<file path="src/rtl/cla_sched_pkg.sv">
// ---------------------------------------------------------------------------
// cla_sched_pkg
// Shared types and helpers for the byte-serial carry-lookahead adder
// scheduler.
//   state_t : scheduler FSM states
//   ADD_W   : width of the shared external adder operands
//   idx_w() : index width for a count of items, never below 1 bit
// ---------------------------------------------------------------------------
package cla_sched_pkg;

    localparam int ADD_W = 8;

    typedef enum logic [1:0] {
        IDLE = 2'd0,
        ADD  = 2'd1,
        INC  = 2'd2,
        RESP = 2'd3
    } state_t;

    function automatic int idx_w(input int n);
        return (n <= 1) ? 1 : $clog2(n);
    endfunction

endpackage

</file>
<file path="src/rtl/cla_rr_arbiter.sv">
// ---------------------------------------------------------------------------
// cla_rr_arbiter
// Rotating-priority arbiter. The search starts at i_ptr and wraps, so the
// requester at i_ptr has the highest priority this cycle.
// Ports:
//   i_req        : per-requester request bits
//   i_ptr        : index with the highest priority
//   o_grant      : one-hot grant (all zero when nothing requests)
//   o_grant_idx  : binary index of the granted requester
//   o_any        : at least one request present
// ---------------------------------------------------------------------------
module cla_rr_arbiter
    import cla_sched_pkg::*;
#(
    parameter  int NUM_REQ = 4,
    localparam int IDW     = idx_w(NUM_REQ)
) (
    input  logic [NUM_REQ-1:0] i_req,
    input  logic [IDW-1:0]     i_ptr,
    output logic [NUM_REQ-1:0] o_grant,
    output logic [IDW-1:0]     o_grant_idx,
    output logic               o_any
);

    logic [IDW-1:0] w_k;
    logic           w_found;

    always_comb begin
        o_grant     = '0;
        o_grant_idx = '0;
        w_found     = 1'b0;
        w_k         = '0;
        for (int i = 0; i < NUM_REQ; i++) begin
            w_k = IDW'((int'(i_ptr) + i) % NUM_REQ);
            if (!w_found && i_req[w_k]) begin
                w_found      = 1'b1;
                o_grant[w_k] = 1'b1;
                o_grant_idx  = w_k;
            end
        end
        o_any = w_found;
    end

endmodule

</file>
<file path="src/rtl/cla_add_scheduler.sv">
// ---------------------------------------------------------------------------
// cla_add_scheduler
// Shares one external 8-bit carry-lookahead adder (no carry-in, 9-bit
// result) among NUM_REQ requesters doing NUM_BYTES*8-bit additions. Work is
// byte-serial, low byte first; a carry into a byte costs a second adder pass
// that adds 1 to the partial byte.
//
// Build option: define CLA_SCHED_SUB_EN to honour i_req_sub (A + ~B + 1).
// Without it i_req_sub is ignored and every operation is an add.
//
// Ports:
//   i_clk, i_rst_n            clock, async active-low reset (sync release)
//   i_req_valid/o_req_ready   per-requester request / one-hot accept
//   i_req_a, i_req_b          operands, requester r at [r*W +: W]
//   i_req_sub                 per-requester subtract select
//   o_add1, o_add2, i_result  connection to the external adder
//   o_rsp_valid/i_rsp_ready   response handshake
//   o_rsp_id/sum/carry        response payload
//
// state | meaning
// ------+-------------------------------------------------------------
// IDLE  | arbitrate, accept one request
// ADD   | A byte + B byte; carry pending sends the byte through INC
// INC   | partial byte + 1 to absorb the incoming carry
// RESP  | hold response until i_rsp_ready
// ---------------------------------------------------------------------------
module cla_add_scheduler
    import cla_sched_pkg::*;
#(
    parameter  int NUM_REQ   = 4,
    parameter  int NUM_BYTES = 4,
    localparam int W         = 8 * NUM_BYTES,
    localparam int IDW       = idx_w(NUM_REQ),
    localparam int BIW       = idx_w(NUM_BYTES)
) (
    input  logic                 i_clk,
    input  logic                 i_rst_n,
    input  logic [NUM_REQ-1:0]   i_req_valid,
    output logic [NUM_REQ-1:0]   o_req_ready,
    input  logic [NUM_REQ*W-1:0] i_req_a,
    input  logic [NUM_REQ*W-1:0] i_req_b,
    input  logic [NUM_REQ-1:0]   i_req_sub,
    output logic [ADD_W-1:0]     o_add1,
    output logic [ADD_W-1:0]     o_add2,
    input  logic [ADD_W:0]       i_result,
    output logic                 o_rsp_valid,
    input  logic                 i_rsp_ready,
    output logic [IDW-1:0]       o_rsp_id,
    output logic [W-1:0]         o_rsp_sum,
    output logic                 o_rsp_carry
);

    logic [1:0]         r_rst_sync;
    logic               w_rst_n;

    state_t             r_state;
    state_t             w_state_nxt;

    logic [IDW-1:0]     r_ptr;
    logic [IDW-1:0]     r_id;
    logic [W-1:0]       r_a;
    logic [W-1:0]       r_b;
    logic [W-1:0]       r_sum;
    logic [BIW-1:0]     r_idx;
    logic               r_c;
    logic               r_c1;
    logic [ADD_W-1:0]   r_tmp;

    logic [NUM_REQ-1:0] w_grant;
    logic [IDW-1:0]     w_grant_idx;
    logic               w_any;
    logic               w_accept;
    logic               w_sub;
    logic               w_last;
    logic [W-1:0]       w_sel_a;
    logic [W-1:0]       w_sel_b;
    logic [ADD_W-1:0]   w_a_byte;
    logic [ADD_W-1:0]   w_b_byte;
    logic [IDW-1:0]     w_ptr_nxt;

    // Reset asserts asynchronously through the synchroniser flops and
    // releases two clocks later, aligned to i_clk.
    always_ff @(posedge i_clk or negedge i_rst_n) begin
        if (!i_rst_n) begin
            r_rst_sync <= 2'b00;
        end else begin
            r_rst_sync <= {r_rst_sync[0], 1'b1};
        end
    end

    assign w_rst_n = r_rst_sync[1];

    cla_rr_arbiter #(
        .NUM_REQ     (NUM_REQ)
    ) u_arb (
        .i_req       (i_req_valid),
        .i_ptr       (r_ptr),
        .o_grant     (w_grant),
        .o_grant_idx (w_grant_idx),
        .o_any       (w_any)
    );

    assign w_accept  = (r_state == IDLE) && w_any && w_rst_n;
    assign w_sel_a   = i_req_a[w_grant_idx*W +: W];
    assign w_sel_b   = i_req_b[w_grant_idx*W +: W];
    assign w_ptr_nxt = (w_grant_idx == IDW'(NUM_REQ - 1)) ? '0 : w_grant_idx + IDW'(1);
    assign w_last    = (r_idx == BIW'(NUM_BYTES - 1));
    assign w_a_byte  = r_a[{r_idx, 3'b000} +: ADD_W];
    assign w_b_byte  = r_b[{r_idx, 3'b000} +: ADD_W];

`ifdef CLA_SCHED_SUB_EN
    assign w_sub = i_req_sub[w_grant_idx];
`else
    // Port kept for a uniform interface; its value has no effect here.
    logic w_unused_sub;
    assign w_unused_sub = ^i_req_sub;
    assign w_sub        = 1'b0;
`endif

    // State register
    always_ff @(posedge i_clk or negedge w_rst_n) begin
        if (!w_rst_n) begin
            r_state <= IDLE;
        end else begin
            r_state <= w_state_nxt;
        end
    end

    // Next-state logic
    always_comb begin
        w_state_nxt = r_state;
        case (r_state)
            IDLE: begin
                if (w_any) begin
                    w_state_nxt = ADD;
                end
            end
            ADD: begin
                if (r_c) begin
                    w_state_nxt = INC;
                end else if (w_last) begin
                    w_state_nxt = RESP;
                end else begin
                    w_state_nxt = ADD;
                end
            end
            INC: begin
                w_state_nxt = w_last ? RESP : ADD;
            end
            RESP: begin
                if (i_rsp_ready) begin
                    w_state_nxt = IDLE;
                end
            end
            default: w_state_nxt = IDLE;
        endcase
    end

    // Outputs; ready is masked while the reset synchroniser is still low so
    // no grant leaks out during reset.
    always_comb begin
        o_req_ready = '0;
        o_add1      = '0;
        o_add2      = '0;
        case (r_state)
            IDLE: begin
                if (w_rst_n) begin
                    o_req_ready = w_grant;
                end
            end
            ADD: begin
                o_add1 = w_a_byte;
                o_add2 = w_b_byte;
            end
            INC: begin
                o_add1 = r_tmp;
                o_add2 = 8'h01;
            end
            default: ;
        endcase
    end

    assign o_rsp_valid = (r_state == RESP);
    assign o_rsp_id    = r_id;
    assign o_rsp_sum   = r_sum;
    assign o_rsp_carry = r_c;

    // Datapath. r_c doubles as the running carry and, in RESP, the final
    // carry out of the MSB.
    always_ff @(posedge i_clk or negedge w_rst_n) begin
        if (!w_rst_n) begin
            r_ptr <= '0;
            r_id  <= '0;
            r_a   <= '0;
            r_b   <= '0;
            r_sum <= '0;
            r_idx <= '0;
            r_c   <= 1'b0;
            r_c1  <= 1'b0;
            r_tmp <= '0;
        end else begin
            case (r_state)
                IDLE: begin
                    if (w_accept) begin
                        r_a   <= w_sel_a;
                        r_b   <= w_sub ? ~w_sel_b : w_sel_b;
                        r_id  <= w_grant_idx;
                        r_c   <= w_sub;
                        r_idx <= '0;
                        r_ptr <= w_ptr_nxt;
                    end
                end
                ADD: begin
                    if (!r_c) begin
                        r_sum[{r_idx, 3'b000} +: ADD_W] <= i_result[ADD_W-1:0];
                        r_c                             <= i_result[ADD_W];
                        if (!w_last) begin
                            r_idx <= r_idx + BIW'(1);
                        end
                    end else begin
                        r_tmp <= i_result[ADD_W-1:0];
                        r_c1  <= i_result[ADD_W];
                    end
                end
                INC: begin
                    r_sum[{r_idx, 3'b000} +: ADD_W] <= i_result[ADD_W-1:0];
                    r_c                             <= r_c1 | i_result[ADD_W];
                    if (!w_last) begin
                        r_idx <= r_idx + BIW'(1);
                    end
                end
                default: ;
            endcase
        end
    end

endmodule

</file>
<file path="config.mk">
export PLATFORM = sky130hd
export DESIGN_NAME = cla_add_scheduler
export DESIGN_NICKNAME = d
export VERILOG_FILES = /design/src/rtl/cla_sched_pkg.sv /design/src/rtl/cla_rr_arbiter.sv /design/src/rtl/cla_add_scheduler.sv
export SDC_FILE = /design/constraint.sdc
export NUM_CORES = 1
export LEC_CHECK = 0
export ABC_CLOCK_PERIOD_IN_PS = 9300
export BUFFER_PORTS_ARGS = -buffer_cell sky130_fd_sc_hd__buf_2
export CORE_ASPECT_RATIO = 0.5
export CORE_UTILIZATION = 48
export DETAILED_ROUTE_END_ITERATION = 16
export PLACE_DENSITY = 0.85
export SYNTH_ARGS = -nofsm -noshare
export SYNTH_HDL_FRONTEND = slang
export SYNTH_SLANG_ARGS = --single-unit
</file>
<file path="constraint.sdc">
create_clock -name i_clk -period 9.3 [get_ports i_clk]
set_input_delay 0 -clock i_clk [delete_from_list [all_inputs] [get_ports i_clk]]
set_output_delay 0 -clock i_clk [all_outputs]
set_load 0.01 [all_outputs]
</file>
==> results <==
- The flow ran to the end, and the final reports show no timing, DRC or antenna violations.
- Registers are responsible for 20.0% of the overall power.
- The die outline height is between 90 and 100 um.
- In this design, the stage delay of the slowest critical-path cell is roughly 0.81 ns.
- The later-pin clock latency in the skew report is 0.40 ns.
- Counting both buffers and inverters, the worst setup path holds a total of 4.
- The main flop type after synthesis is dfrtp_1.
- For this configuration, the core starts out at a cell density of 49.5%.
- Of all flip-flops after synthesis, the portion carrying an async set or reset was between 90% and 100%.
- The number of slew-limit violations in the final report is 0.
- The count of standard-cell rows is 35.
- The violation count after the first detailed-route iteration is between 1000 and 1500.
- The number of clock sinks is 116.
- Max-cap violations in this run came to 0.
- Headroom to the max-slew limit came out at between 20% and 30%.
- Summed over all cells, the static leakage comes to around 5.5 nW.
- In the routed layout, each cell is associated on average with a via count of 6.52.
- The number of hold violations in the final report is 0.
- Of all cell types, the one taking the most synthesized area is dfrtp_1.
- The worst reg2reg path endpoint is r_a[11].
- Sorting the synthesized cells by area gives the leading types as dfrtp_1 32%, nand2_1 9.4%, nand3_1 7.2%.
- The final routed wirelength across all metal layers is between 30000 and 40000 um.
- In the finished design, the share of the clock period the worst path needs comes to roughly 60%.
- The total of cells resized after clock tree synthesis is 0.
- The root buffer cell is clkbuf_16.
- The detail route stage leaves a number of antenna-violating nets equal to 0.
- The reg-to-reg startpoint is r_ptr[0].
- The slew of the pin with the lowest slew margin is 1.16 ns.
- Net switching is about half of the power.
- The worst hold path belongs to the class input pin to flop.
- The count of TritonRoute iterations in the first routing pass is 8.
- The final critical delay including setup and external delays is roughly 5.7 ns.
- Entering global routing, the biggest net connects 102 pins.
- The number of instances in the synthesized netlist is roughly 1100.
- After clock tree synthesis, the clock-pin slew on the worst setup and hold paths is 0.06 ns.
- The internal cell power is between 2 and 2.5 mW.
- The layout filler cell count is approximately 1400.
- The worst setup path is captured at a flop.
- Yosys mapped a number of flops with a built-in enable equal to 0.
- Counting every net in the synthesized netlist gives between 1000 and 1500.
- The final sum of negative setup slack is 0 ns.
- The number of stages on the worst hold path is 4.
- The remaining global-route overflow is 0.
- The worst clock skew is about 0.0096 ns.
- The number of different library cells in the post-synthesis netlist is 48.
- The areal power density over the cells is 375 nW/um^2.
- The worst register-to-register path has a depth of 10.
- Among all cell types in the netlist, the one instantiated most often is nand2_1.
- The number of antenna violations at the first check in global routing was 5.
- The kind of cell with the highest combined delay along the critical path is buffers and inverters.
- The number of vias after detailed routing is ~12000.
- The startpoint-to-endpoint class of the critical path is flop to flop.
- Counting the buffers created by CTS gives 17.
- The die is around 200 um wide.
- Setup repair after global routing left no endpoint under its margin.
- Port buffering added around 330 buffers.
- In the final design database the tool counted roughly 1800 nets.
- The flip-flop and latch count after synthesis is 116.
- The floorplan die area is a little under 20000 um^2.
- Across the VDD grid, the largest voltage drop is around 0.29 mV.
- The clock tree from TritonCTS is done.
- The start point of the worst min-delay path is i_rsp_ready.
- Compared with the post-synthesis result, the final layout area differs by 38.7%.
- The path with the worst hold slack has its endpoint at r_state[1].
- The commonest cells after synthesis are 231 x nand2_1, 133 x nand3_1, 116 x dfrtp_1.
- Among all stages on the critical path, the largest delay is contributed by nor4_1.
- The data arrival at the endpoint of the critical path is 5.97 ns.
- Once layout is complete, the utilization of the core stands at 68.7%.
- For the worst setup path, the data required time is 9.57 ns.
- Walking the worst path, the cells encountered are buf_4 > inv_2 > ha_1 > mux4_2 > nor2b_4 > buf_4 > o221ai_1 > nor4_1 > a311oi_1 > dlygate4sd3_1.
- The global placer's final weighted congestion is approximately 0.94.
- The via count of the first global-routing pass came to around 11000.
- The count of warnings emitted by yosys is 0.
- The total number of H-tree levels is 4.
- The cell occurring most often along the worst timing path is buf_4.
- The highest clock rate is about 0.18 GHz.
- The remaining design rule violation count is 0.
- For flop-to-flop paths, the worst setup slack is 3.61 ns.
- 332 I/O pins were placed.
- After legalization and detailed placement, the total HPWL measured roughly 24000 um.
- The share of total power dissipated in the clock network is ~14%.
- Of all nets on the critical path, the largest fanout is just over 100.
- The layout cell share with drive strength beyond 1 is 27.8%.
- Summing every instance area after synthesis gives 9190 um^2.
- Of the total power, combinational logic draws around 66%.
- In this run the power spent charging and discharging nets is 2.31 mW.
- The core area is 18600 um^2.
- The average routed wire per standard cell is 21.0 um.
- After synthesis, the mean cell area works out to 8.03 um^2.
- The first-pass GRT wire length is 58700 um.
- Sequential cells were found to cover 31.6% of the synthesized design area.
- The worst setup path is launched from a flop.
- The area fraction of the dominant cell type after synthesis is 31.6%.
- The clock passes through at most 2 buffers.
- The final-report setup violation count is 0.
- The global-route usage over all layers is a little under two fifths.
-- per-layer routing --
metal | global-route usage [%] | wire length (um)
met1 | 49.7 | 14600
met3 | 10.7 | 4390
met5 | 0 | 72
met2 | 58.8 | 16900
met4 | 19.1 | 1860
-- timing repair --
action | CTS | global route
endpoints found under the hold margin | 108 | 0
hold buffers | 139 | 0
buffers inserted | 0 | 0
-- cell type report --
| cell class | instances | area [um^2] | area share, % |
|---|---|---|---|
| diodes | 2 | 5.00 | 0.0393 |
| repair buffers | 483 | 3160 | 24.8 |
| well taps | 259 | 324 | 2.54 |
| clock buffers | 20 | 457 | 3.58 |
| multi-input cells | 898 | 5710 | 44.8 |
| clock inverters | 12 | 154 | 1.21 |
| flip-flops and latches | 116 | 2910 | 22.8 |
| inverters | 8 | 30.0 | 0.236 |
-- state kept, by name, summed over array words and instances, names as in the netlist --
name,cells
o_rsp_sum,32
r_a,32
r_b,32
r_tmp,8
o_rsp_id,2
r_idx,2
r_ptr,2
r_rst_sync,2
r_state,2
o_rsp_carry,1
r_c1,1
-- power by group through the flow --
| stage | sequential [mW] | clock (mW) | combinational, mW |
|---|---|---|---|
| 3_3_place_gp | 0.927 | 0 | 2.56 |
| 2_1_floorplan | 0.903 | 0 | 1.99 |
| 4_1_cts | 0.935 | 0.676 | 3.01 |
| 5_1_grt | 0.975 | 0.702 | 3.38 |
| 6_report | 0.957 | 0.675 | 3.15 |
| 3_5_place_dp | 0.941 | 0 | 2.65 |
-- worst min-delay path, cell delays in order --
cell	delay [ns]
buf_2	0.08
o21ai_0	0.15
nand2_1	0.11
o31ai_1	0.07
-- how the worst max path moves through the flow --
stage	start	endpoint	slack, ns	depth (start not counted)
finish	r_ptr[0]	r_a[11]	3.61	10
detailed placement	r_ptr[0]	r_a[0]	4.37	9
CTS	r_ptr[0]	r_a[11]	3.81	10
global route	r_ptr[0]	r_a[11]	3.30	10
floorplan	r_rst_sync[1]	r_idx[0]	4.64	6
global placement	r_ptr[0]	r_a[0]	4.48	9
-- through the flow --
stage	hold WS, ns	cells	power, mW	instance area [um^2]	setup WS, ns
global route	0.0565	1796	5.05	12700	3.30
detailed placement	-0.212	1625	3.59	10700	4.37
finish	0.0616	1798	4.78	12700	3.61
floorplan	-0.296	1144	2.90	9190	4.64
global placement	-0.215	1625	3.48	10700	4.48
CTS	0.0445	1796	4.62	12700	3.81
-- logic make-up (layout without fill, tap and decap cells) --
kind of cell / Yosys count / in the layout / synth area share (%)
AO/OA/AOI/OAI: 266 / 266 / 22.4
XOR/XNOR: 1 / 1 / 0.0953
adder cells (fa/ha/maj): 19 / 19 / 2.59
buffers and inverters: 130 / 523 / 6.84
flip-flops: 116 / 116 / 31.6
multiplexers: 39 / 39 / 7.12
other: 1 / 3 / 0.0408
AND/OR/NAND/NOR: 572 / 572 / 29.3
-- cell usage in the layout, fill, tap and decap left out, types with 3 or more instances in the layout --
master	instances
buf_2	327
o31ai_1	4
nand2_1	231
nor2_1	80
o221ai_1	34
dfrtp_1	114
buf_4	17
mux2_2	11
nor3_1	3
a311oi_1	63
a21oi_1	36
mux4_2	20
clkinvlp_4	6
or2_2	3
nand2b_1	3
clkbuf_16	17
a22o_1	36
a32o_1	8
bufinv_16	3
nand3_1	133
o21ai_0	35
ha_1	19
inv_1	7
dlygate4sd3_1	139
nor4_1	34
and3_1	41
a221oi_1	4
mux2i_1	7
a22oi_1	4
a2111oi_0	29
nor3b_1	33
Note: power is estimated with default switching activity, not from simulation.
